`config.mk`:
```
export PLATFORM = sky130hd
export DESIGN_NAME = mlp_div_seq_31s_18s
export DESIGN_NICKNAME = d
export VERILOG_FILES = /design/src/rtl/mlp_div_seq_31s_18s.sv
export SDC_FILE = /design/constraint.sdc
export NUM_CORES = 1
export LEC_CHECK = 0
export BUFFER_PORTS_ARGS = -buffer_cell sky130_fd_sc_hd__buf_2
export CAP_MARGIN = 30
export CORE_ASPECT_RATIO = 1.2
export CORE_MARGIN = 8
export CORE_UTILIZATION = 25
export CTS_BUF_LIST = sky130_fd_sc_hd__clkbuf_2 sky130_fd_sc_hd__clkbuf_4 sky130_fd_sc_hd__clkbuf_8
export CTS_CLUSTER_SIZE = 14
export DETAILED_ROUTE_END_ITERATION = 10
export GPL_ROUTABILITY_DRIVEN = 0
export MAX_ROUTING_LAYER = met4
export SETUP_SLACK_MARGIN = 0.15
export SYNTH_ARGS = -nofsm -noshare
export SYNTH_HDL_FRONTEND = slang
export SYNTH_SLANG_ARGS = --single-unit
```
`constraint.sdc`:
```
create_clock -name clk -period 8.45 [get_ports clk]
set_input_delay 1.69 -clock clk [delete_from_list [all_inputs] [get_ports clk]]
set_output_delay 1.69 -clock clk [all_outputs]
set_load 0.005 [all_outputs]
```
`src/rtl/mlp_div_seq_31s_18s.sv`:
```
// -----------------------------------------------------------------------------
// mlp_div_seq_31s_18s
//
// Iterative signed divider for the MLP datapath: the inverse of the
// 18x18 -> 31-bit signed multiply stage. Restoring, radix-2 algorithm that
// retires one quotient bit per enabled clock. Results follow C truncation
// semantics: the quotient rounds toward zero and the remainder takes the
// sign of the dividend.
//
// Ports:
//   clk        clock
//   reset      asynchronous, active-high reset
//   ce         clock enable; 0 freezes every register
//   in_valid   operand pair valid
//   in_ready   block can accept an operand pair (IDLE only)
//   dividend   signed dividend, DIVIDEND_W bits
//   divisor    signed divisor, DIVISOR_W bits
//   out_valid  result valid (DONE)
//   out_ready  consumer accepts result
//   quotient   signed quotient, DIVIDEND_W bits
//   remainder  signed remainder, DIVISOR_W bits
//   div0       divisor was zero for this result
//
// Optional build macro MLP_DIV_SAT_EN:
//   defined   - divide-by-zero and the single overflow case (-2^(W-1) / -1)
//               saturate the quotient and force the remainder to zero.
//   undefined - divide-by-zero returns quotient all ones and the low
//               DIVISOR_W bits of the dividend as remainder; overflow wraps.
// -----------------------------------------------------------------------------
module mlp_div_seq_31s_18s #(
    parameter int DIVIDEND_W = 31,
    parameter int DIVISOR_W  = 18
) (
    input  logic                         clk,
    input  logic                         reset,
    input  logic                         ce,
    input  logic                         in_valid,
    output logic                         in_ready,
    input  logic signed [DIVIDEND_W-1:0] dividend,
    input  logic signed [DIVISOR_W-1:0]  divisor,
    output logic                         out_valid,
    input  logic                         out_ready,
    output logic signed [DIVIDEND_W-1:0] quotient,
    output logic signed [DIVISOR_W-1:0]  remainder,
    output logic                         div0
);

    localparam int CNT_W = $clog2(DIVIDEND_W);

    localparam logic [1:0] S_IDLE = 2'd0;
    localparam logic [1:0] S_CALC = 2'd1;
    localparam logic [1:0] S_DONE = 2'd2;

    localparam logic [CNT_W-1:0] LAST_ITER = CNT_W'(DIVIDEND_W - 1);

`ifdef MLP_DIV_SAT_EN
    localparam logic [DIVIDEND_W-1:0] Q_MAX = {1'b0, {(DIVIDEND_W-1){1'b1}}};
    localparam logic [DIVIDEND_W-1:0] Q_MIN = {1'b1, {(DIVIDEND_W-1){1'b0}}};
`endif

    // Two's-complement negate when neg is set. Used both for taking operand
    // magnitudes and for restoring result signs; the magnitude of the most
    // negative value maps onto its own bit pattern, which read unsigned is
    // exactly 2^(W-1).
    function automatic logic [DIVIDEND_W-1:0] cond_neg_q(
        input logic                  neg,
        input logic [DIVIDEND_W-1:0] v
    );
        return neg ? (~v + DIVIDEND_W'(1)) : v;
    endfunction

    function automatic logic [DIVISOR_W-1:0] cond_neg_r(
        input logic                 neg,
        input logic [DIVISOR_W-1:0] v
    );
        return neg ? (~v + DIVISOR_W'(1)) : v;
    endfunction

`ifdef MLP_DIV_SAT_EN
    // Divide-by-zero saturates toward the sign of the dividend.
    function automatic logic [DIVIDEND_W-1:0] sat_div0_q(input logic neg_dvd);
        return neg_dvd ? Q_MIN : Q_MAX;
    endfunction
`endif

    // Control / result registers (reset)
    logic [1:0]            state_q,  state_d;
    logic [CNT_W-1:0]      cnt_q,    cnt_d;
    logic                  rdy_q,    rdy_d;
    logic                  vld_q,    vld_d;
    logic [DIVIDEND_W-1:0] quo_q,    quo_d;
    logic [DIVISOR_W-1:0]  remo_q,   remo_d;
    logic                  div0_q,   div0_d;

    // Iteration datapath registers (no reset; always reloaded on accept)
    logic [DIVIDEND_W-1:0] dvd_q,     dvd_d;
    logic [DIVISOR_W-1:0]  dvs_q,     dvs_d;
    logic [DIVISOR_W:0]    prem_q,    prem_d;
    logic                  neg_quo_q, neg_quo_d;
    logic                  neg_rem_q, neg_rem_d;

    // One restoring step
    logic [DIVISOR_W:0]    prem_sh;
    logic [DIVISOR_W:0]    prem_trial;
    logic                  qbit;
    logic [DIVISOR_W:0]    prem_nx;
    logic [DIVIDEND_W-1:0] dvd_nx;

    // Sign-corrected final values
    logic [DIVIDEND_W-1:0] quo_fin;
    logic [DIVISOR_W-1:0]  rem_fin;

    // Accept-time values
    logic                  accept;
    logic [DIVIDEND_W-1:0] dvd_abs;
    logic [DIVISOR_W-1:0]  dvs_abs;
    logic [DIVIDEND_W-1:0] div0_quo;
    logic [DIVISOR_W-1:0]  div0_rem;

    assign accept  = in_valid && rdy_q;
    assign dvd_abs = cond_neg_q(dividend[DIVIDEND_W-1], dividend);
    assign dvs_abs = cond_neg_r(divisor[DIVISOR_W-1], divisor);

`ifdef MLP_DIV_SAT_EN
    assign div0_quo = sat_div0_q(dividend[DIVIDEND_W-1]);
    assign div0_rem = '0;
`else
    assign div0_quo = '1;
    assign div0_rem = dividend[DIVISOR_W-1:0];
`endif

    // Partial remainder never exceeds |divisor|-1 <= 2^(DIVISOR_W-1)-1, so
    // after the shift it still fits DIVISOR_W+1 bits.
    assign prem_sh    = {prem_q[DIVISOR_W-1:0], dvd_q[DIVIDEND_W-1]};
    assign prem_trial = prem_sh - {1'b0, dvs_q};
    assign qbit       = (prem_sh >= {1'b0, dvs_q});
    assign prem_nx    = qbit ? prem_trial : prem_sh;
    assign dvd_nx     = {dvd_q[DIVIDEND_W-2:0], qbit};

`ifdef MLP_DIV_SAT_EN
    // Only a positive result can overflow: magnitude 2^(W-1) with a
    // non-negative sign (-2^(W-1) / -1).
    logic ovf;
    assign ovf     = !neg_quo_q && dvd_nx[DIVIDEND_W-1];
    assign quo_fin = ovf ? Q_MAX : cond_neg_q(neg_quo_q, dvd_nx);
    assign rem_fin = ovf ? '0 : cond_neg_r(neg_rem_q, prem_nx[DIVISOR_W-1:0]);
`else
    assign quo_fin = cond_neg_q(neg_quo_q, dvd_nx);
    assign rem_fin = cond_neg_r(neg_rem_q, prem_nx[DIVISOR_W-1:0]);
`endif

    always_comb begin
        state_d   = state_q;
        cnt_d     = cnt_q;
        vld_d     = vld_q;
        quo_d     = quo_q;
        remo_d    = remo_q;
        div0_d    = div0_q;
        dvd_d     = dvd_q;
        dvs_d     = dvs_q;
        prem_d    = prem_q;
        neg_quo_d = neg_quo_q;
        neg_rem_d = neg_rem_q;

        case (state_q)
            S_IDLE: begin
                if (accept) begin
                    neg_quo_d = dividend[DIVIDEND_W-1] ^ divisor[DIVISOR_W-1];
                    neg_rem_d = dividend[DIVIDEND_W-1];
                    dvd_d     = dvd_abs;
                    dvs_d     = dvs_abs;
                    prem_d    = '0;
                    cnt_d     = '0;
                    if (divisor == '0) begin
                        state_d = S_DONE;
                        vld_d   = 1'b1;
                        div0_d  = 1'b1;
                        quo_d   = div0_quo;
                        remo_d  = div0_rem;
                    end else begin
                        state_d = S_CALC;
                    end
                end
            end
            S_CALC: begin
                dvd_d  = dvd_nx;
                prem_d = prem_nx;
                cnt_d  = cnt_q + CNT_W'(1);
                if (cnt_q == LAST_ITER) begin
                    state_d = S_DONE;
                    vld_d   = 1'b1;
                    div0_d  = 1'b0;
                    quo_d   = quo_fin;
                    remo_d  = rem_fin;
                end
            end
            S_DONE: begin
                if (out_ready) begin
                    state_d = S_IDLE;
                    vld_d   = 1'b0;
                end
            end
            default: begin
                state_d = S_IDLE;
                vld_d   = 1'b0;
            end
        endcase

        // in_ready is registered so it stays low during reset and rises on
        // the first enabled edge after release.
        rdy_d = (state_d == S_IDLE);
    end

    always_ff @(posedge clk or posedge reset) begin
        if (reset) begin
            state_q <= S_IDLE;
            cnt_q   <= '0;
            rdy_q   <= 1'b0;
            vld_q   <= 1'b0;
            quo_q   <= '0;
            remo_q  <= '0;
            div0_q  <= 1'b0;
        end else if (ce) begin
            state_q <= state_d;
            cnt_q   <= cnt_d;
            rdy_q   <= rdy_d;
            vld_q   <= vld_d;
            quo_q   <= quo_d;
            remo_q  <= remo_d;
            div0_q  <= div0_d;
        end
    end

    always_ff @(posedge clk) begin
        if (ce) begin
            dvd_q     <= dvd_d;
            dvs_q     <= dvs_d;
            prem_q    <= prem_d;
            neg_quo_q <= neg_quo_d;
            neg_rem_q <= neg_rem_d;
        end
    end

    assign in_ready  = rdy_q;
    assign out_valid = vld_q;
    assign quotient  = quo_q;
    assign remainder = remo_q;
    assign div0      = div0_q;

endmodule
```
==> results of run 1 <==
==> logic make-up after synthesis <==
logic type	count (synthesis)	share of synthesized area [%]
muxes	16	1.94
xor gates and xnor gates	102	10.7
AOI/OAI and AO/OA	247	18.6
and+or+nand+nor	321	18.5
buffers and inverters	77	3.71
adders and majority gates	25	3.85
DFF	128	42.6
==> metrics by stage <==
| stage | cell area [um^2] | utilization, % | hold slack, ns | total power (uW) | setup slack [ns] |
|---|---|---|---|---|---|
| floorplan | 8330 | - | 0.473 | 2090 | 3.77 |
| global placement | 9300 | 28.2 | 0.459 | 2450 | 3.20 |
| detailed placement | 9320 | 28.3 | 0.460 | 2480 | 3.38 |
| CTS | 9760 | 29.6 | 0.479 | 3100 | 3.54 |
| global route | 9760 | 29.6 | 0.511 | 3320 | 3.28 |
| finish | 9770 | 29.6 | 0.476 | 3090 | 3.51 |
==> final timing paths <==
path | end | slack (ns)
worst max-delay path | quotient[30]$_DFFE_PP0P_ | 3.51
worst min-delay path | remainder[0]$_DFFE_PP0P_ | 0.48
worst max register to register | quotient[30]$_DFFE_PP0P_ | 3.51
worst min register to register | remainder[0]$_DFFE_PP0P_ | 0.48
max in group asynchronous | state_q[1]$_DFFE_PP0P_ | 6.46
min in group asynchronous | quotient[1]$_DFFE_PP0P_ | 1.44
==> synth_stat cells, drive strengths merged (3+ instances only) <==
master / instances
mux2i: 15
o21a: 4
nand2b: 7
and2: 5
edfxtp: 69
a211o: 3
or3: 11
or3b: 4
a21o: 8
o21ai: 77
xnor2: 37
xor2: 65
o41ai: 15
clkbuf: 36
nand4: 8
o21bai: 3
or4: 14
dfrtp: 59
a211oi: 6
ha: 24
nor2b: 8
or2: 11
buf: 8
nor4: 4
and3: 7
o31ai: 20
nand3: 14
nor3: 12
inv: 32
nand2: 114
a21oi: 68
nor3b: 3
nor2: 92
a31oi: 21
==> critical path, cell delays in order, from the launching register on <==
cell,delay [ns]
edfxtp_1,0.50
ha_1,0.41
a21o_1,0.25
a31o_1,0.25
a31o_2,0.28
o21ai_4,0.25
nand2_4,0.25
inv_2,0.44
ha_1,0.32
nand2_1,0.11
or2_2,0.32
or4_1,0.48
o21ai_1,0.31
nand2_1,0.16
a21oi_1,0.22
xor2_1,0.17
a21oi_1,0.08
==> metal layers <==
metal / part of all wire, % / wire length, um / up-vias / global-route usage, %
met3: 4.4 / 1030 / 22 / 2.39
met4: 2.2 / 503 / 0 / 3.80
met2: 46 / 10700 / 174 / 18.8
li1: - / - / 3473 / -
met1: 48 / 11100 / 3177 / 15.5
met5: 0 / 0 / - / -
==> power by group through the flow <==
stage	Sequential [uW]	Combinational (uW)	Clock [uW]
2_1_floorplan	1010	1090	0
3_3_place_gp	1060	1390	0
3_5_place_dp	1060	1410	0
4_1_cts	1050	1420	625
5_1_grt	1080	1590	646
6_report	1060	1420	611
==> area by class of cell <==
cell class	instances	area share (%)
Tap cell	450	5.76
Clock buffer	20	2.75
Clock inverter	12	1.83
Timing Repair Buffer	112	6.05
Multi-Input combinational cell	711	46.0
Sequential cell	128	36.3
Antenna cell	1	0.0256
Inverter	33	1.27
==> sequential cells by signal, summed over array words and instances, names as in the netlist <==
| signal | count |
|---|---|
| state_q | 2 |
| cnt_q | 5 |
| dvs_q | 18 |
| div0 | 1 |
| neg_quo_q | 1 |
| prem_q | 18 |
| out_valid | 1 |
| quotient | 31 |
| remainder | 18 |
| dvd_q | 31 |
| in_ready | 1 |
| neg_rem_q | 1 |
==> results.sh, run 1 <==
export IMPL_layout_commonest_cell="nand2_1"
export IMPL_grt_pass1_vias=6533
export IMPL_nets=1082
export IMPL_synthCells=916
export IMPL_layout_drive_gt1_share_pct=17.2
export IMPL_hold_violations=0
export IMPL_cts_sinks=128
export IMPL_synth_warnings=0
export IMPL_final_cell_mix="113 x nand2_1, 105 x buf_2, 91 x nor2_1"
export IMPL_fp_row_count=73
export IMPL_fp_coreArea_um2=33000
export IMPL_num_vias=6846
export IMPL_post_dp_hpwl_mm=17.6
export IMPL_rr_worst_depth=16
export IMPL_period_minus_slack_ns=4.94
export IMPL_grt_usage_pct=12.0
export IMPL_cts_tree="yes"
export IMPL_seq_area_frac_synth_pct=42.6
export IMPL_slew_viol_final=0
export IMPL_htreeDepth=4
export IMPL_finalCritPeriodShare_pct=58.4
export IMPL_first_pass_iters=5
export IMPL_synth_edff_count=69
export IMPL_hold_buffers=0
export IMPL_antenna_found_initial=0
export IMPL_cp_max_fo=26
export IMPL_path_class="flip-flop to flip-flop"
export IMPL_power_frac_seq_pct=34.2
export IMPL_setup_tns_ns=0
export IMPL_post_cts_resized=0
export IMPL_seqCellArea_um2=3550
export IMPL_vias_per_cell=4.67
export IMPL_crit_required_ns=8.77
export IMPL_ys_flop_type="edfxtp_1"
export IMPL_rsz0062_at_grt="false"
export IMPL_post_cts_buffers=0
export IMPL_hp_class="flip-flop to flip-flop"
export IMPL_min_from="remainder[0]$_DFFE_PP0P_"
export IMPL_yosys_top_cells_area="edfxtp_1 25%, dfrtp_1 18%, xor2_1 6.8%, nand2_1 5.1%, o21ai_0 4.4%"
export IMPL_critical_path_endpoint_type="flip-flop"
export IMPL_p_comb_share_pct=46.0
export IMPL_synthArstFlopShare_pct=46.1
export IMPL_startpoint_type="flip-flop"
export IMPL_cts_clk_slew_worst_paths_ns=0.08
export IMPL_cts_buffer_depth=2
export IMPL_root_buffer="clkbuf_8"
export IMPL_r2r_start="prem_q[5]$_SDFFCE_PN0P_"
export IMPL_post_synth_top_area_cell="edfxtp_1"
export IMPL_max_slew_worst_pin_slew_ns=0.860
export IMPL_totalWireLength_mm=23.3
export IMPL_place_inst=1434
export IMPL_die_area_um2=39400
export IMPL_max_freq_ghz=0.203
export IMPL_hold_path_depth=1
export IMPL_yosysTopAreaCellShare_pct=24.9
export IMPL_crit_arrival_ns=5.26
export IMPL_syn2layout_area_growth_pct=17.3
export IMPL_die_width_um=183
export IMPL_power_switching_uw=1330
export IMPL_grt_pass1_wl_mm=36.5
export IMPL_syn_area_um2=8330
export IMPL_finalNonFillerCells=1467
export IMPL_cap_violations=0
export IMPL_synth_distinct_cells=71
export IMPL_syn_nets=995
export IMPL_die_y_um=216
export IMPL_multi_input_area_um2=4490
export IMPL_postSynthAreaPerCell_um2=9.09
export IMPL_setup_viol=0
export IMPL_drtIter0Drc=551
export IMPL_slew_headroom_pct=41.2
export IMPL_leakage_uw=0.00404
export IMPL_cp_startpoint="prem_q[5]$_SDFFCE_PN0P_"
export IMPL_ioPinCount=106
export IMPL_status="completed"
export IMPL_grt_start_max_net_pins=65
export IMPL_p_sw_share_pct=43.0
export IMPL_port_buffers=105
export IMPL_wl_per_cell_um=15.9
export IMPL_nFillCells=3516
export IMPL_vdd_ir_drop_max_mv=0.128
export IMPL_numCtsBuffers=17
export IMPL_start_util_pct=25.3
export IMPL_clk_latency_ns=0.45
export IMPL_skew_ns=0.0168
export IMPL_grt_ovfl_total=0
export IMPL_p_clk_share_pct=19.8
export IMPL_power_density_nw_per_um2=316
export IMPL_ant_nets=0
export IMPL_intPower_uw=1760
export IMPL_synth_seq_cells=128
export IMPL_drcViolationCount=0
(Power assumes the default switching activity.)
==> inputs of run 2 (changes only) <==
clock period = 4.12 ns   (was 8.45 ns; I/O delays follow)
==> run 2 against run 1 <==
Compared with the run above: register-to-register slack got worse by 3.2 ns; global-route usage increased by 0.72 points; flip-flop and latch count unchanged; combinational power increased by 150%; clock-buffer cell count decreased by 3; sequential power increased by 100%; via count increased by 6.2%; power increased by 120%; worst setup slack got worse by 3.2 ns; critical path depth increased by 4; die area unchanged; core utilization increased by 1.7 points; largest cell class unchanged.
==> results.sh, run 2 (same netlist as run 1, synthesis figures left out) <==
export IMPL_cap_violations=0
export IMPL_period_minus_slack_ns=3.77
export IMPL_rsz0062_at_grt="false"
export IMPL_clk_latency_ns=0.47
export IMPL_skew_ns=0.0218
export IMPL_max_freq_ghz=0.266
export IMPL_drtIter0Drc=494
export IMPL_power_uw=6740
export IMPL_wl_per_cell_um=16.2
export IMPL_grt_start_max_net_pins=41
export IMPL_first_pass_iters=5
export IMPL_met3_length_mm=1.33
export IMPL_cp_max_fo=4
export IMPL_layout_drive_gt1_share_pct=23.9
export IMPL_power_density_nw_per_um2=652
export IMPL_drcViolationCount=0
export IMPL_htreeDepth=4
export IMPL_layout_commonest_cell="nand2_1"
export IMPL_grt_pass1_vias=7177
export IMPL_slew_headroom_pct=46.5
export IMPL_fp_row_count=73
export IMPL_die_width_um=183
export IMPL_finalCritPeriodShare_pct=91.4
export IMPL_path_class="flip-flop to flip-flop"
export IMPL_fp_coreArea_um2=33000
export IMPL_num_vias=7269
export IMPL_final_cell_mix="112 x nand2_1, 105 x buf_2, 91 x nor2_1"
export IMPL_nets=1133
export IMPL_cts_sinks=128
export IMPL_slew_viol_final=0
export IMPL_start_util_pct=25.3
export IMPL_root_buffer="clkbuf_8"
export IMPL_setup_viol=0
export IMPL_ioPinCount=106
export IMPL_dr_max_layer_used="met4"
export IMPL_vdd_ir_drop_max_mv=0.309
export IMPL_cts_buffer_depth=2
export IMPL_max_slew_worst_pin_slew_ns=0.801
export IMPL_met2WireLength_mm=11.9
export IMPL_holdWs_ns=0.220
export IMPL_setup_tns_ns=0
export IMPL_die_area_um2=39400
export IMPL_die_y_um=216
export IMPL_ant_nets=0
export IMPL_cts_tree="yes"
export IMPL_grt_ovfl_total=0
export IMPL_wl_met1_mm=11.0
export IMPL_hold_violations=0
export IMPL_antenna_found_initial=1
export IMPL_critical_path_endpoint_type="flip-flop"
export IMPL_status="completed"
export IMPL_post_dp_hpwl_mm=19.1
export IMPL_numCtsBuffers=17
export IMPL_crit_arrival_ns=4.10
export IMPL_cts_clk_slew_worst_paths_ns=0.10
export IMPL_crit_required_ns=4.46
export IMPL_vias_per_cell=4.79
export IMPL_leakage_uw=0.00426
export IMPL_fin_util_pct=31.3
export IMPL_hp_class="input port to async pin"
export IMPL_totalWireLength_mm=24.6
export IMPL_grt_pass1_wl_mm=39.1
export IMPL_port_buffers=105
export IMPL_startpoint_type="flip-flop"
export IMPL_syn2layout_area_growth_pct=24.1
export IMPL_grt_usage_pct=12.8
-- run 2: cell types whose count changed in the layout (fill, tap and decap cells not counted), moves of 3 or more --
cell / delta
buf_4: +49
inv_6: +5
a21oi_1: -3
inv_4: -3
o21ai_0: -4
ha_2: +3
bufinv_16: -3
ha_1: -14
a21oi_2: +3
ha_4: +11
-- run 2: path summary, 6_finish.rpt --
kind / startpoint / cells past startpoint / to / slack, ns
max: dvs_q[16]$_DFFE_PP_ / 20 / remainder[16]$_DFFE_PP0P_ / 0.35
min: reset / 2 / quotient[23]$_DFFE_PP0P_ / 0.22
max reg2reg: dvs_q[16]$_DFFE_PP_ / 20 / remainder[16]$_DFFE_PP0P_ / 0.35
min reg2reg: remainder[8]$_DFFE_PP0P_ / 2 / remainder[8]$_DFFE_PP0P_ / 0.49
max in group asynchronous: reset / 3 / cnt_q[3]$_DFFE_PP0P_ / 3.42
min in group clk: remainder[8]$_DFFE_PP0P_ / 2 / remainder[8]$_DFFE_PP0P_ / 0.49
-- run 2: routing by layer --
layer  up-vias  GRT usage [%]
li1       3566              -
met5         -              -
met1      3477           15.8
met3        34           2.99
met2       192           20.4
met4         0           3.83
-- run 2: power breakdown --
part,internal (uW),total [uW],switching [uW]
Combinational,1470,3500,2030
Sequential,1820,2160,342
Clock,497,1080,588
-- run 2: timing repair --
action | CTS | global route
setup buffers | 1 | 2
hold buffers | 0 | 0
gates resized for setup | 2 | 27
gates cloned | 0 | 0
setup endpoints to repair | 3 | 8
pin swaps | 0 | 5
-- run 2: per-stage QoR --
stage / cell area, um^2 / setup WS, ns / std cells
4_1_cts: 10100 / 0.164 / 1515
5_1_grt: 10300 / 0.154 / 1518
3_3_place_gp: 9700 / 0.0422 / 1480
6_report: 10300 / 0.354 / 1518
3_5_place_dp: 9740 / 0.120 / 1482
2_1_floorplan: 8380 / 0.149 / 916
-- run 2: cell type report --
type	count	area, um^2
fillers	3414	22600
multi-input cells	711	4710
flip-flops and latches	128	3550
repair buffers	163	998
well taps	450	563
clock buffers	17	234
clock inverters	15	151
inverters	33	124
diodes	1	2.50
-- run 2: critical path: stages (launching register included) --
cell	delay, ns
edfxtp_1	0.40
inv_2	0.09
ha_4	0.21
a21o_1	0.16
a211o_1	0.30
a21o_1	0.18
o21ba_4	0.24
nand2_4	0.06
buf_4	0.15
o21ai_4	0.13
ha_2	0.19
buf_4	0.11
nand3_1	0.09
or3_4	0.35
nor3_2	0.13
nand3_1	0.10
o31a_1	0.16
and3b_1	0.26
nand3_1	0.10
mux2i_1	0.17
a21oi_1	0.08
==> inputs of run 3 (changes only) <==
PLACE_DENSITY_LB_ADDON = 0.15   (was unset)
==> run 3 against run 2 <==
Compared with the run above: non-clock buffer count grew 20; sequential power hardly changed; register-to-register slack about the same; via count down 1.9%; flip-flop and latch count is the same; clock power is essentially flat; maximum frequency shrank 0.13%; critical path type unchanged.
==> results.sh, run 3 (same netlist as run 1, synthesis figures left out) <==
export IMPL_critical_path_endpoint_type="flip-flop"
export IMPL_power_density_nw_per_um2=658
export IMPL_endpoint="quotient[26]$_DFFE_PP0P_"
export IMPL_start_util_pct=25.3
export IMPL_crit_arrival_ns=4.11
export IMPL_path_class="flip-flop to flip-flop"
export IMPL_ant_nets=0
export IMPL_status="completed"
export IMPL_vdd_ir_drop_max_mv=0.236
export IMPL_hold_buffers=0
export IMPL_p_clk_share_pct=15.6
export IMPL_layout_commonest_cell="nand2_1"
export IMPL_nets=1153
export IMPL_num_vias=7134
export IMPL_port_buffers=105
export IMPL_hp_class="input port to async pin"
export IMPL_p_comb_share_pct=53.1
export IMPL_fp_coreArea_um2=33000
export IMPL_cp_startpoint="prem_q[7]$_SDFFCE_PN0P_"
export IMPL_grt_start_max_net_pins=57
export IMPL_startpoint_type="flip-flop"
export IMPL_cts_tree="yes"
export IMPL_max_slew_worst_pin_slew_ns=0.891
export IMPL_vias_per_cell=4.64
export IMPL_grt_pass1_wl_mm=40.3
export IMPL_finalCritPeriodShare_pct=91.5
export IMPL_die_y_um=216
export IMPL_rsz0062_at_grt="false"
export IMPL_reg2reg_to="quotient[26]$_DFFE_PP0P_"
export IMPL_totalWireLength_mm=25.6
export IMPL_holdWs_ns=0.277
export IMPL_root_buffer="clkbuf_8"
export IMPL_final_area_um2=10500
export IMPL_power_switching_uw=2960
export IMPL_final_cell_mix="112 x nand2_1, 105 x buf_2, 91 x nor2_1"
export IMPL_r2r_start="prem_q[7]$_SDFFCE_PN0P_"
export IMPL_slew_viol_final=0
export IMPL_cts_buffer_depth=2
export IMPL_die_area_um2=39400
export IMPL_rr_worst_depth=18
export IMPL_p_sw_share_pct=43.0
export IMPL_clk_latency_ns=0.46
export IMPL_setup_viol=0
export IMPL_dpl_cell_area_um2=9850
export IMPL_cts_sinks=128
export IMPL_numCtsBuffers=17
export IMPL_ioPinCount=106
export IMPL_syn2layout_area_growth_pct=25.7
export IMPL_antenna_found_initial=0
export IMPL_wl_per_cell_um=16.6
export IMPL_layout_drive_gt1_share_pct=24.7
export IMPL_grt_pass1_vias=7211
export IMPL_skew_ns=0.0213
export IMPL_first_pass_iters=7
export IMPL_grt_usage_pct=13.3
export IMPL_cts_clk_slew_worst_paths_ns=0.08
export IMPL_r2r_slack_ns=0.35
export IMPL_max_freq_ghz=0.265
export IMPL_htreeDepth=4
export IMPL_drcViolationCount=0
export IMPL_cp_max_fo=8
export IMPL_leakage_uw=0.00437
export IMPL_post_dp_hpwl_mm=19.6
export IMPL_period_minus_slack_ns=3.77
export IMPL_crit_required_ns=4.46
export IMPL_cap_violations=0
export IMPL_antennaDiodeCount=0
export IMPL_drtIter0Drc=433
export IMPL_slew_headroom_pct=40.6
export IMPL_power_frac_seq_pct=31.3
export IMPL_grt_ovfl_total=0
export IMPL_nFillCells=3507
export IMPL_fp_row_count=73
export IMPL_intPower_uw=3920
export IMPL_hold_violations=0
export IMPL_die_width_um=183
run 3: critical path: stages (launching register included):
cell and delay, ns:
edfxtp_1 0.44, ha_4 0.24, buf_4 0.16, a21o_1 0.17, a31o_1 0.20, a31o_4 0.26
o21ai_4 0.18, nand2_4 0.10, buf_4 0.15, inv_2 0.05, ha_2 0.17, nand2_1 0.09
or2_2 0.31, or4_4 0.47, o21ai_4 0.17, nand2_2 0.10, a21oi_2 0.13, xor2_1 0.17
a21oi_1 0.08
run 3: worst min path at each step:
stage                     depth (start not counted)  slack [ns]                        to                startpoint
after floorplan                                   2        0.47          div0$_DFFE_PP0P_          div0$_DFFE_PP0P_
after global placement                            1        0.46  remainder[0]$_DFFE_PP0P_  remainder[0]$_DFFE_PP0P_
after detailed placement                          1        0.47  remainder[0]$_DFFE_PP0P_  remainder[0]$_DFFE_PP0P_
after CTS                                         2        0.25  quotient[15]$_DFFE_PP0P_                     reset
after global routing                              2        0.26  quotient[19]$_DFFE_PP0P_                     reset
final                                             2        0.28  quotient[17]$_DFFE_PP0P_                     reset
run 3: cell type report:
class	instances	area (um^2)	area share [%]
Multi-Input combinational cell	711	4690	44.8
Inverter	33	124	1.18
Sequential cell	128	3550	33.9
Clock buffer	19	249	2.38
Tap cell	450	563	5.38
Clock inverter	13	121	1.16
Timing Repair Buffer	183	1170	11.2
run 3: through the flow:
stage / setup TNS, ns / setup slack [ns] / util, % / cells / total power [uW]
finish: 0 / 0.349 / 31.7 / 1537 / 6880
global route: 0 / 0.142 / 31.7 / 1537 / 7440
CTS: 0 / 0.214 / 31.0 / 1527 / 6770
detailed placement: 0 / 0.0730 / 29.9 / 1495 / 5650
global placement: -0.0159 / -0.0159 / 29.7 / 1493 / 5650
floorplan: 0 / 0.149 / - / 916 / 4340
run 3: layer usage:
layer  track usage (%)  wire [um]  up-vias  share of wire, %
li1                  -          -     3608                 -
met1              16.6      12000     3370                47
met2              21.5      12200      132                48
met3              2.61        902       24               3.5
met4              3.83        451        0               1.8
met5                 -          0        -                 0
run 3: power groups by stage:
stage | logic (uW) | clock network (uW) | registers, uW
global route | 4070 | 1160 | 2200
global placement | 3480 | 0 | 2160
detailed placement | 3480 | 0 | 2170
floorplan | 2270 | 0 | 2070
finish | 3650 | 1080 | 2150
CTS | 3510 | 1120 | 2140
run 3: repair_timing:
action	4_1_cts	5_1_grt
hold endpoints to repair	0	0
setup endpoints to repair	0	8
setup buffers	0	10
resized for setup	0	26
